## src/rtl/ecall_handler.sv

```systemverilog
// Environment-call service unit: freezes the pipeline while a PRINT_INT, READ_INT
// or EXIT service interacts with the board's display, switches and push-button.
module ecall_handler #(
  parameter int DATA_W   = 32,
  parameter int SW_W     = 16,
  parameter int SIGN_EXT = 1,
  parameter int HOLD_CYC = 4
) (
  input  logic              clk,
  input  logic              rst,
  input  logic              ecall_valid,
  input  logic [11:0]       ecall_code,
  input  logic [DATA_W-1:0] a0_val,
  input  logic              confirm,
  input  logic [SW_W-1:0]   switches,
  output logic              stall,
  output logic [DATA_W-1:0] disp_data,
  output logic              disp_valid,
  output logic              input_req,
  output logic              wb_en,
  output logic [DATA_W-1:0] wb_data,
  output logic              halted,
  output logic              err
);

  // state      | meaning
  // IDLE       | no service active, ecalls accepted
  // PRINT_WAIT | value shown, waiting for hold time and a confirm edge
  // READ_WAIT  | waiting for a confirm edge to sample the switches
  // WB         | one-cycle write-back of the sampled value to a0
  // HALT       | program exited, left only by reset

  localparam logic [11:0] SVC_PRINT = 12'd1;
  localparam logic [11:0] SVC_READ  = 12'd5;
  localparam logic [11:0] SVC_EXIT  = 12'd10;
  localparam int          CNT_W     = (HOLD_CYC > 1) ? $clog2(HOLD_CYC) : 1;

  typedef enum logic [2:0] {IDLE, PRINT_WAIT, READ_WAIT, WB, HALT} state_t;

  state_t            state, state_nxt;
  logic              conf_s1, conf_s2, conf_s3;
  logic              conf_rise;
  logic [SW_W-1:0]   sw_s1, sw_s2;
  logic [CNT_W-1:0]  hold_cnt;
  logic [DATA_W-1:0] sw_ext;

  // Third flop only remembers the previous synchronised level for edge detection.
  always_ff @(posedge clk or posedge rst) begin
    if (rst) begin
      conf_s1 <= 1'b0;
      conf_s2 <= 1'b0;
      conf_s3 <= 1'b0;
      sw_s1   <= '0;
      sw_s2   <= '0;
    end else begin
      conf_s1 <= confirm;
      conf_s2 <= conf_s1;
      conf_s3 <= conf_s2;
      sw_s1   <= switches;
      sw_s2   <= sw_s1;
    end
  end

  assign conf_rise = conf_s2 & ~conf_s3;

  always_comb begin
    sw_ext = ((SIGN_EXT != 0) && sw_s2[SW_W-1]) ? '1 : '0;
    sw_ext[SW_W-1:0] = sw_s2;
  end

  always_ff @(posedge clk or posedge rst) begin
    if (rst) state <= IDLE;
    else     state <= state_nxt;
  end

  always_comb begin
    state_nxt = state;
    stall     = 1'b0;
    err       = 1'b0;
    input_req = 1'b0;
    wb_en     = 1'b0;
    halted    = 1'b0;
    case (state)
      IDLE: begin
        if (ecall_valid) begin
          case (ecall_code)
            SVC_PRINT: begin stall = 1'b1; state_nxt = PRINT_WAIT; end
            SVC_READ:  begin stall = 1'b1; state_nxt = READ_WAIT;  end
            SVC_EXIT:  begin stall = 1'b1; state_nxt = HALT;       end
            default:   err = 1'b1;
          endcase
        end
      end
      PRINT_WAIT: begin
        stall = 1'b1;
        if (conf_rise && hold_cnt == '0) state_nxt = IDLE;
      end
      READ_WAIT: begin
        stall     = 1'b1;
        input_req = 1'b1;
        if (conf_rise) state_nxt = WB;
      end
      WB: begin
        stall     = 1'b1;
        wb_en     = 1'b1;
        state_nxt = IDLE;
      end
      HALT: begin
        stall  = 1'b1;
        halted = 1'b1;
      end
      default: state_nxt = IDLE;
    endcase
  end

  // Display contents persist across services until the next PRINT_INT.
  always_ff @(posedge clk or posedge rst) begin
    if (rst) begin
      disp_data  <= '0;
      disp_valid <= 1'b0;
      hold_cnt   <= '0;
      wb_data    <= '0;
    end else begin
      if (state == IDLE && ecall_valid && ecall_code == SVC_PRINT) begin
        disp_data  <= a0_val;
        disp_valid <= 1'b1;
        hold_cnt   <= CNT_W'(HOLD_CYC - 1);
      end else if (state == PRINT_WAIT && hold_cnt != '0) begin
        hold_cnt <= hold_cnt - CNT_W'(1);
      end
      if (state == READ_WAIT && conf_rise) wb_data <= sw_ext;
    end
  end

endmodule

```

## config.mk

```make
export PLATFORM = sky130hd
export DESIGN_NAME = ecall_handler
export DESIGN_NICKNAME = d
export VERILOG_FILES = /design/src/rtl/ecall_handler.sv
export SDC_FILE = /design/constraint.sdc
export NUM_CORES = 1
export LEC_CHECK = 0
export CORE_ASPECT_RATIO = 0.5
export CORE_MARGIN = 10
export CORE_UTILIZATION = 40
export CTS_BUF_LIST = sky130_fd_sc_hd__clkbuf_4 sky130_fd_sc_hd__clkbuf_8
export DETAILED_ROUTE_END_ITERATION = 7
export PLACE_DENSITY = 0.82
export SLEW_MARGIN = 15
export SYNTH_ARGS = -nofsm -noshare
export SYNTH_HDL_FRONTEND = slang
export SYNTH_SLANG_ARGS = --single-unit
```

## constraint.sdc

```tcl
create_clock -name clk -period 3.3 [get_ports clk]
set_input_delay 0.66 -clock clk [delete_from_list [all_inputs] [get_ports clk]]
set_output_delay 0.66 -clock clk [all_outputs]
set_load 0.1 [all_outputs]
```

==> flow_summary_export.csv <==
group,metric,value,unit
status,status,"completed",
yosys,synth-compound-area-share,1.93,%
cts,post_cts_hold_buffer_count,0,
global_route,grt_antenna_before_repair,0,
final_layout,filler_cell_count,609,
final_layout,final_common_cell,"sky130_fd_sc_hd__dfrtp_1",
timing,totalNegativeSetupSlack,0,ns
power,pwr-share-comb,9.0,%
cts,tritoncts_clock_tree,"built",
die,die_h,84.4,um
final_layout,layout.nets,391,
timing,finClkSkew,0.00615,ns
global_route,global_route.usage.met3,4.76,%
placed_design,dpl.hpwl,6.14,mm
yosys,netlist_top_cells_area,"sky130_fd_sc_hd__dfrtp_1 (67%), sky130_fd_sc_hd__mux2_4 (12%), sky130_fd_sc_hd__mux2_2 (6.1%)",
global_route,grt_first_pass_wirelength,12.7,mm
yosys,yosys_register_bits,89,
critical_path,start_kind,"input pin",
cts,ctsResizeCount,0,
drt,avgViaCountPerCell,4.51,
yosys,mux_share_of_post_synthesis_cell_area,19.4,%
die,floorplan.die.width,149,um
yosys,synth-adder-area-share,0.378,%
yosys,post_synth_xor_area_fraction,0.264,%
drt,wl_per_cell,17.9,um
yosys,synth_area_per_cell,16.7,um2
hold_path,min-delay-path-class,"reg2reg",
global_route,track_usage,12.9,%
cts,cts.reportedPaths.clkPinSlew,0.08,ns
timing,hold_viol_final,0,
critical_path,critPathRequiredTime,2.64,ns
critical_path,critical_path.max_stage_delay,0.58,ns
global_route,number_of_global_route_vias_before_repair,2304,
power,sw_share,22.8,%
critical_path,worst-setup-path-type,"in2out",
global_route,layer_with_the_highest_usage_after_global_routing,"met2",
drt,drt_first_pass_iters,4,
power,max-vdd-ir-drop,0.212,mV
yosys,synth.distinct_cells,33,
die,start_util,41.3,%
global_route,groute.layer.met2.usage,25.4,%
power,p_int,1540,uW
die,design.portCount,134,
timing,slew_viol_final,0,
cts,worst_skew_pair_later_pin_latency,0.35,ns
cts,clock_tree.htree_level_count,3,
power,final_total_pwr,2000,uW
yosys,synthCells,198,
final_layout,most-common-layout-cells,"sky130_fd_sc_hd__dfrtp_1 (89), sky130_fd_sc_hd__buf_4 (71), sky130_fd_sc_hd__clkdlybuf4s50_1 (63)",
yosys,synth_top_cell_by_area,"sky130_fd_sc_hd__dfrtp_1",
timing,final_period_minus_worst_setup_slack,3.01,ns
power,total_switching_power,455,uW
yosys,synthesis.area,3310,um2
cts,cts_inserted_buffers,9,
final_layout,drive_above_1_share,44.1,%
critical_path,endpoint_kind,"output pin",
timing,period_share,91.2,%
global_route,grt.overflow.total,0,
yosys,largest_family_of_logic_cells_by_synthesized_area,"multiplexers",
cts,cts_root_buffer,"sky130_fd_sc_hd__clkbuf_8",
drt,vias,1999,
yosys,synth_fp_nets,263,
critical_path,path_cells,"clkdlybuf4s50_1, or4_1, nor2_4, a311oi_1, a21oi_2, buf_12",
cts,clock_sink_count,89,
drt,antenna_left,0,
final_layout,n_antenna_cell,0,
final_layout,flow.area_growth_from_synthesis,42.1,%
drt,wirelength,7.92,mm
die,die_area,12500,um2
cts,cts_max_path_buffers,2,
timing,max-slew-margin-rel,59.9,%
power,power.density,424,nW/um2
yosys,yosysTopAreaCellShare,67.2,%
yosys,synth_simple_gate_area_share,5.40,%
placed_design,buffer_ports.inserted,133,
power,clockPowerShare,34.2,%
global_route,gr-usage-met1,12.3,%
placed_design,globalplace.congestion,0.766,
timing,rsz_0062_raised_after_global_routing,"no",
global_route,grt_start_max_net_pins,90,
timing,worst_pin_slew,0.602,ns
timing,max_freq,0.332,GHz
power,pwr-share-seq,56.8,%
yosys,synth_seq_area_share,67.2,%
power,power.leakage,0.00240,uW
die,placeableCoreArea,8030,um2
critical_path,worst_path_max_delay_cell,"sky130_fd_sc_hd__or4_1",
run,drv_cap,0,
critical_path,cp.arrival,2.35,ns
critical_path,path_max_fanout,6,
timing,finalSetupViolCount,0,
die,rows,23,
cts,cts_post_setup_buffers_inserted,0,
drt,route.detailed.drc,0,
yosys,synth-warning-count,0,
drt,drtIter0Drc,104,
-- state kept, by name, summed over array words and instances, names as in the netlist, 2 cells and up --
name / count
sw_s2: 16
state: 3
sw_s1: 16
disp_data: 32
wb_data: 16
hold_cnt: 2
-- through the flow --
step	worst slack, ns	hold WS (ns)	area, um2	instances	utilization [%]
finish	0.290	0.353	4710	443	58.7
detailed placement	0.282	0.337	4520	427	56.4
floorplan	0.0393	0.331	3320	198	-
global placement	0.296	0.333	4520	427	56.4
global route	0.200	0.362	4710	443	58.7
CTS	0.281	0.356	4710	443	58.7
-- final timing paths --
check	startpoint	depth (start not counted)	slack, ns	endpoint
min in group asynchronous	rst	3	0.73	sw_s1[12]$_DFF_PP0_
worst max-delay path	ecall_code[4]	6	0.29	stall
max in group asynchronous	rst	3	2.21	disp_data[31]$_DFFE_PP0P_
worst min-delay path	sw_s1[6]$_DFF_PP0_	0	0.35	sw_s2[6]$_DFF_PP0_
worst max register to register	state[1]$_DFFE_PP0P_	5	1.22	disp_data[18]$_DFFE_PP0P_
worst min register to register	sw_s1[6]$_DFF_PP0_	0	0.35	sw_s2[6]$_DFF_PP0_
-- final cells by class --
| type | instances | area, um2 | share of cell area [%] |
|---|---|---|---|
| clock inverter | 4 | 27.5 | 0.584 |
| tap | 112 | 140 | 2.97 |
| sequential | 89 | 2230 | 47.3 |
| multi-input combinational | 83 | 910 | 19.3 |
| inverter | 6 | 23.8 | 0.505 |
| clock buffer | 12 | 159 | 3.37 |
| timing repair buffer | 137 | 1220 | 26.0 |
-- worst max-delay path, delay by kind of cell --
family / cells / cell delay (ns)
and+or+nand+nor: 2 / 0.78
buffers and inverters: 2 / 0.60
AOI/OAI and AO/OA: 2 / 0.31
-- logic make-up (layout without fill, tap and decap cells) --
kind of cell	count (synthesis)	in the layout
AOI/OAI and AO/OA	10	10
adders and majority gates	1	1
DFF	89	89
xor gates and xnor gates	1	1
and+or+nand+nor	23	23
buffers and inverters	26	159
muxes	48	48
-- power groups by stage --
stage	sequential [uW]	clock [uW]	combinational, uW
after detailed placement	1160	0	183
after global routing	1140	762	197
after global placement	1150	0	174
after floorplan	1170	0	65.9
after CTS	1140	708	184
final	1140	684	180
-- synth_stat cells, drive strengths merged --
cell type  number
nand3           1
a31oi           3
nor2            5
nor2b           1
or2             2
nand2           3
inv             6
a21oi           4
or3             2
or4b            2
xnor2           1
o211ai          1
nor4bb          2
a211o           1
mux2           48
a311oi          1
dfrtp          89
nand2b          2
ha              1
buf            20
or4             2
nor3b           1
-- layer usage --
metal / vias up / part of all wire (%)
li1: 917 / -
met1: 1032 / 34
met2: 41 / 60
met3: 9 / 4.3
met4: 0 / 1.3
met5: - / 0
Power figures use the tool's default switching activity.
